$ cat src/rtl/fetch_stage.sv
`default_nettype none
// ============================================================================
// Module      : fetch_stage
// Description : Instruction-fetch stage of the 5-stage 16-bit pipeline. Owns
//               the PC, drives the instruction-memory address and loads the
//               IF/ID pipeline register. Fetch stops on HLT until reset.
// Ports       : clk, rst            - clock, synchronous active-high reset
//               stall               - hold PC and IF/ID
//               redirect_valid/_pc  - taken-branch redirect from decode
//               imem_addr/_rd_en    - instruction memory address / read enable
//               imem_data           - asynchronous-read instruction word
//               ifid_instr/_pc_plus2/_valid - IF/ID pipeline register
//               fetch_halted        - sticky, set once HLT enters IF/ID
// Revision    : 1.0 - initial release
// ============================================================================
module fetch_stage #(
  parameter logic [15:0] RESET_PC   = 16'h0000,
  parameter logic [3:0]  HLT_OPCODE = 4'hF,
  parameter logic [15:0] NOP_INSTR  = 16'h0000
) (
  input  logic        clk,
  input  logic        rst,
  input  logic        stall,
  input  logic        redirect_valid,
  input  logic [15:0] redirect_pc,
  output logic [15:0] imem_addr,
  output logic        imem_rd_en,
  input  logic [15:0] imem_data,
  output logic [15:0] ifid_instr,
  output logic [15:0] ifid_pc_plus2,
  output logic        ifid_valid,
  output logic        fetch_halted
);

  typedef enum logic [0:0] {
    ST_RUN    = 1'b0,
    ST_HALTED = 1'b1
  } state_t;

  localparam logic [15:0] c_pc_step = 16'd2;

  state_t      r_state;
  logic [15:0] r_pc;
  logic [15:0] r_ifid_instr;
  logic [15:0] r_ifid_pc_plus2;
  logic        r_ifid_valid;

  logic [15:0] w_pc_plus2;
  logic        w_is_hlt;

  // 16-bit modulo increment: FFFE wraps to 0000 silently.
  assign w_pc_plus2 = r_pc + c_pc_step;
  assign w_is_hlt   = (imem_data[15:12] == HLT_OPCODE);

  always_ff @(posedge clk) begin
    if (rst) begin
      r_state         <= ST_RUN;
      r_pc            <= RESET_PC;
      r_ifid_instr    <= NOP_INSTR;
      r_ifid_pc_plus2 <= 16'h0000;
      r_ifid_valid    <= 1'b0;
    end else begin
      case (r_state)
        ST_RUN: begin
          if (redirect_valid) begin
            // Branch wins over stall: the word fetched from the wrong path
            // (even an HLT) is squashed into a bubble.
            r_pc            <= {redirect_pc[15:1], 1'b0};
            r_ifid_instr    <= NOP_INSTR;
            r_ifid_pc_plus2 <= 16'h0000;
            r_ifid_valid    <= 1'b0;
          end else if (!stall) begin
            r_ifid_instr    <= imem_data;
            r_ifid_pc_plus2 <= w_pc_plus2;
            r_ifid_valid    <= 1'b1;
            if (w_is_hlt) begin
              // PC parks on the HLT address.
              r_state <= ST_HALTED;
            end else begin
              r_pc <= w_pc_plus2;
            end
          end
        end
        ST_HALTED: begin
          // While decode is stalled the HLT stays in IF/ID so it is not lost.
          if (!stall) begin
            r_ifid_instr    <= NOP_INSTR;
            r_ifid_pc_plus2 <= 16'h0000;
            r_ifid_valid    <= 1'b0;
          end
        end
        default: r_state <= ST_RUN;
      endcase
    end
  end

  assign imem_addr     = r_pc;
  assign imem_rd_en    = (r_state == ST_RUN);
  assign fetch_halted  = (r_state == ST_HALTED);
  assign ifid_instr    = r_ifid_instr;
  assign ifid_pc_plus2 = r_ifid_pc_plus2;
  assign ifid_valid    = r_ifid_valid;

endmodule
`default_nettype wire
$ cat config.mk
export PLATFORM = sky130hd
export DESIGN_NAME = fetch_stage
export DESIGN_NICKNAME = d
export VERILOG_FILES = /design/src/rtl/fetch_stage.sv
export SDC_FILE = /design/constraint.sdc
export NUM_CORES = 1
export LEC_CHECK = 0
export CORE_MARGIN = 5
export CORE_UTILIZATION = 44
export CTS_CLUSTER_SIZE = 40
export DETAILED_ROUTE_END_ITERATION = 16
export GPL_ROUTABILITY_DRIVEN = 0
export PLACE_DENSITY = 0.8
export SETUP_SLACK_MARGIN = 0.5
export SYNTH_ARGS = -nofsm -noshare
export SYNTH_HDL_FRONTEND = slang
export SYNTH_SLANG_ARGS = --single-unit
export TNS_END_PERCENT = 100
$ cat constraint.sdc
create_clock -name clk -period 2.2 [get_ports clk]
set_clock_uncertainty 0.05 [all_clocks]
set_input_delay 0.44 -clock clk [delete_from_list [all_inputs] [get_ports clk]]
set_output_delay 0.44 -clock clk [all_outputs]
set_load 0.03 [all_outputs]
After elaboration in Yosys (flattened, before gate mapping)
Cells that the tools add are included.
- flip-flop bits (word level): 50
- output and inout bits: 51
- word-level logic and storage cells: 32
- add/sub/neg operators: 1
- equality and inequality tests: 5
- muxes and demuxes: 18
- bitwise operators: 1
- reductions and logical operators: 2
- operator list (kind ; number):
    $mux 16 ; 8
    $pmux 16 s2 ; 2
    $add 16x2->16 const B ; 1
    $mux 1 ; 7
    $eq 4x4->1 const B ; 1
    $ne 2x2->1 const B ; 2
    $ne 3x3->1 const B ; 1
    $reduce_and 3->1 ; 1
    $ne 2x1->1 const B ; 1
    $pmux 1 s2 ; 1
    $reduce_and 2->1 ; 1
    $not 1->1 ; 1

Logic depth before layout (Yosys ltp)
- depth after elaboration: 5
- mapped depth: 7
- mapped depth without buffers: 5

Worst setup path before layout
Ideal clock, no wire load.
- path kind: register -> register
- start point: register r_pc[1], in the netlist imem_addr[1]
- end point: register r_pc[15], in the netlist imem_addr[15]
- library setup time: 0.133 ns
- arrival: 1.735 ns
- data required time: 2.017 ns
- setup slack: 0.282 ns
- cell stages (with the launch flop): 6
- period minus slack after synthesis: 1.918 ns
- path through: dfxtp_1 ha_1 nand3_2 nor4_2 mux2i_1 a31oi_1
- word-level cells in the longest chain between the ends: 4
- ends and longest elaborated chain (item ; line ; text):
    start, declared ; 43 ; logic [15:0] r_pc;
    start signal, assigned ; 68 ; r_pc <= {redirect_pc[15:1], 1'b0};
    start signal, assigned ; 80 ; r_pc <= w_pc_plus2;
    $add 16x2->16 ; 52 ; assign w_pc_plus2 = r_pc + c_pc_step;
    $mux 16 ; 76 ; if (w_is_hlt) begin
    $mux 16 ; 72 ; end else if (!stall) begin
    $mux 16 ; 65 ; if (redirect_valid) begin
Every way passes these cells. The select of a mux whose other input is x is not followed.
A chain may end at the register's enable or synchronous reset.

Final worst setup path
- start point: register r_state, in the netlist fetch_halted
- end point: output port fetch_halted
- RTL lines (item ; line ; text):
    start, declared ; 42 ; state_t r_state;
    start signal, assigned ; 57 ; r_state <= ST_RUN;
    start signal, assigned ; 78 ; r_state <= ST_HALTED;
    start signal, assigned ; 92 ; default: r_state <= ST_RUN;
    end, declared ; 32 ; output logic fetch_halted
No word-level cell between the ends.

==> out/results.ini <==
[status]
status = completed

[drt]
drtPass1Iterations = 6
drc = 0
first_iter_violations = 198
wirelength_mm = 6.999
vias = 2441
postRouteAntennaNets = 0
avgViaCountPerCell = 5.599
wl_per_cell_um = 16.05

[layout]
final_common_cell = dlygate4sd2_1
num_antenna_cells = 0
drive_above_1_share_pct = 17.21
area_growth_pct = 50.27
nets = 403
fin_cells = 436
fin_area_um2 = 3512
layout_common_cells = dlygate4sd2_1 (43), dfxtp_1 (39), nor2_1 (31)
final_util_pct = 68.33

[pwr]
power_density_nw_per_um2 = 546.8
fin_total_pwr_mw = 1.920
ir_drop_v = 0.0005014
p_leak_nw = 1.529

[cts]
clkLatencyLatePin_ns = 0.29
cts.clk_slew.worst_paths_ns = 0.08
cts-root-buf = clkbuf_8
cts_buffers = 5
cts_buffer_depth = 2
postCtsHoldBufs = 0
cts_tree = done
numClockSinks = 49
htreeDepth = 2

[synth]
mappedNetlistArea_um2 = 2337
ys.flop_type = dfxtp_1
ys_seq_area_share_pct = 41.97
ys_seq_elements = 49
synth_enable_flop_cells = 0
syn_avg_cell_area_um2 = 8.347
syn-num-nets = 317
synthCells = 280
synth_async_sr_flop_share_pct = 0
ys_warn_count = 0
ys_types = 53

[critical_path]
critical_path.slowest_cell = dfxtp_4
worstSetupPathType = reg2out
path_max_fanout = 10
worst_ep_required_time_ns = 1.71
crit_arrival_ns = 1.15
startpoint_type = register
path_depth = 1
reg2regPathDepth = 4
cp_num_buf_inv = 1
crit_path_start = fetch_halted
r2r-start = imem_addr[12]
r2r_slack_ns = 0.57
cp_top_family = flip-flops
rr_endpoint = imem_addr[14]
worstSetupEndpoint = fetch_halted
cp_cell_sequence = dlygate4sd2_1
slowest_delay_ns = 0.43
worst_setup_path_end_kind = primary output

[floorplan]
rows = 26
ioPinCount = 87
initial_core_util_pct = 45.47
dieArea_um2 = 6869
core_area_um2 = 5140
die_x_um = 82.88
die_y_um = 82.88

[global_route]
grt_pass1_vias = 2409
grt_max_degree = 38
grt.total_usage_pct = 19.59
overflow = 0
grt_antenna_before_repair = 0
grt_pass1_wl_mm = 11.36

[sta]
grt_setup_unrepaired = yes
fmax_mhz = 610.7
maxSlewViolCount = 0
min_period_over_period_pct = 74.43
finalSetupViolCount = 0
postLayoutSetupSlackWorst_ns = 0.5624
hold_viol = 0
timing.hold.ws_ns = 0.3949
fin_crit_ns = 1.638
fin_setup_tns_ns = 0

[place]
place_hpwl_mm = 4.807
port_buffers = 84
pre_cts_slack_ns = 0.07965
place_area_um2 = 3272
dp_cells = 420

[worst_hold_path]
hp-class = in2reg

[job]
maxCapViolCount = 0

area by class of cell:
cell class,instances,area [um2]
Fill cell,444,1628
Multi-Input combinational cell,200,1320
Sequential cell,49,1008
Timing Repair Buffer,105,991.0
Tap cell,70,87.58
Clock buffer,7,86.33
Inverter,5,18.77
metal layers:
metal / vias up / track usage (%) / share of wire [%]
met5: - / 0 / 0
li1: 1173 / - / -
met1: 1168 / 23.94 / 43
met3: 6 / 7.723 / 8.5
met4: 0 / 5.646 / 0.87
met2: 94 / 31.85 / 47
state kept, by name, indices dropped and copies added, names as in the netlist:
name and flops:
ifid_valid 1, fetch_halted 1, ifid_instr 16, imem_addr 15, ifid_pc_plus2 16
how the worst min path moves through the flow:
stage | depth (start not counted) | to | slack, ns | startpoint
2_1_floorplan | 2 | imem_addr[8] | 0.50 | imem_addr[8]
3_3_place_gp | 2 | ifid_pc_plus2[11] | 0.39 | ifid_pc_plus2[11]
3_5_place_dp | 2 | ifid_pc_plus2[6] | 0.40 | ifid_pc_plus2[6]
4_1_cts | 2 | ifid_pc_plus2[6] | 0.41 | ifid_pc_plus2[6]
5_1_grt | 3 | ifid_instr[15] | 0.40 | imem_data[15]
6_report | 3 | ifid_instr[13] | 0.39 | imem_data[13]
synth_stat cells (2+ instances only):
cell | instances | area share, %
mux2i_1 | 4 | 1.7
xnor2_1 | 5 | 1.9
nand4_1 | 2 | 0.54
and3_1 | 2 | 0.54
o21ai_0 | 14 | 3.0
buf_2 | 10 | 2.1
o32ai_1 | 2 | 0.75
inv_1 | 5 | 0.80
a22oi_1 | 20 | 6.4
nand2b_1 | 6 | 1.6
and4_1 | 3 | 1.1
a31oi_1 | 5 | 1.3
xor2_1 | 3 | 1.1
nor3_1 | 6 | 1.3
nor2b_1 | 2 | 0.54
clkbuf_1 | 11 | 1.8
nand2_1 | 25 | 4.0
o311ai_0 | 4 | 1.5
o31ai_1 | 4 | 1.3
nand3_1 | 11 | 2.4
nor4_1 | 3 | 0.80
buf_4 | 2 | 0.64
nor2_1 | 32 | 5.1
dfxtp_1 | 49 | 42
a21boi_0 | 2 | 0.64
o21a_1 | 3 | 0.96
a21oi_1 | 19 | 4.1
cells by family after synthesis:
| kind of cell | synth area share [%] |
|---|---|
| AO/OA/AOI/OAI | 23.07 |
| XOR/XNOR | 2.998 |
| adder cells (fa/ha/maj) | 0.5352 |
| buffers and inverters | 6.209 |
| flip-flops | 41.97 |
| multiplexers | 1.713 |
| other | 0.1604 |
| AND/OR/NAND/NOR | 23.34 |
repair_timing:
item                                    4_1_cts  5_1_grt
endpoints found under the setup margin       82       37
setup buffers                                 3        3
gates cloned                                  1        2
resized for setup                            64       32
pin swaps                                     3       10
report_power, final:
group          leakage [nW]  switching [mW]  internal (mW)
logic                  1.08           0.222          0.187
registers             0.405          0.0564          0.924
clock network        0.0443           0.281          0.250
Power figures use the tool's default switching activity.
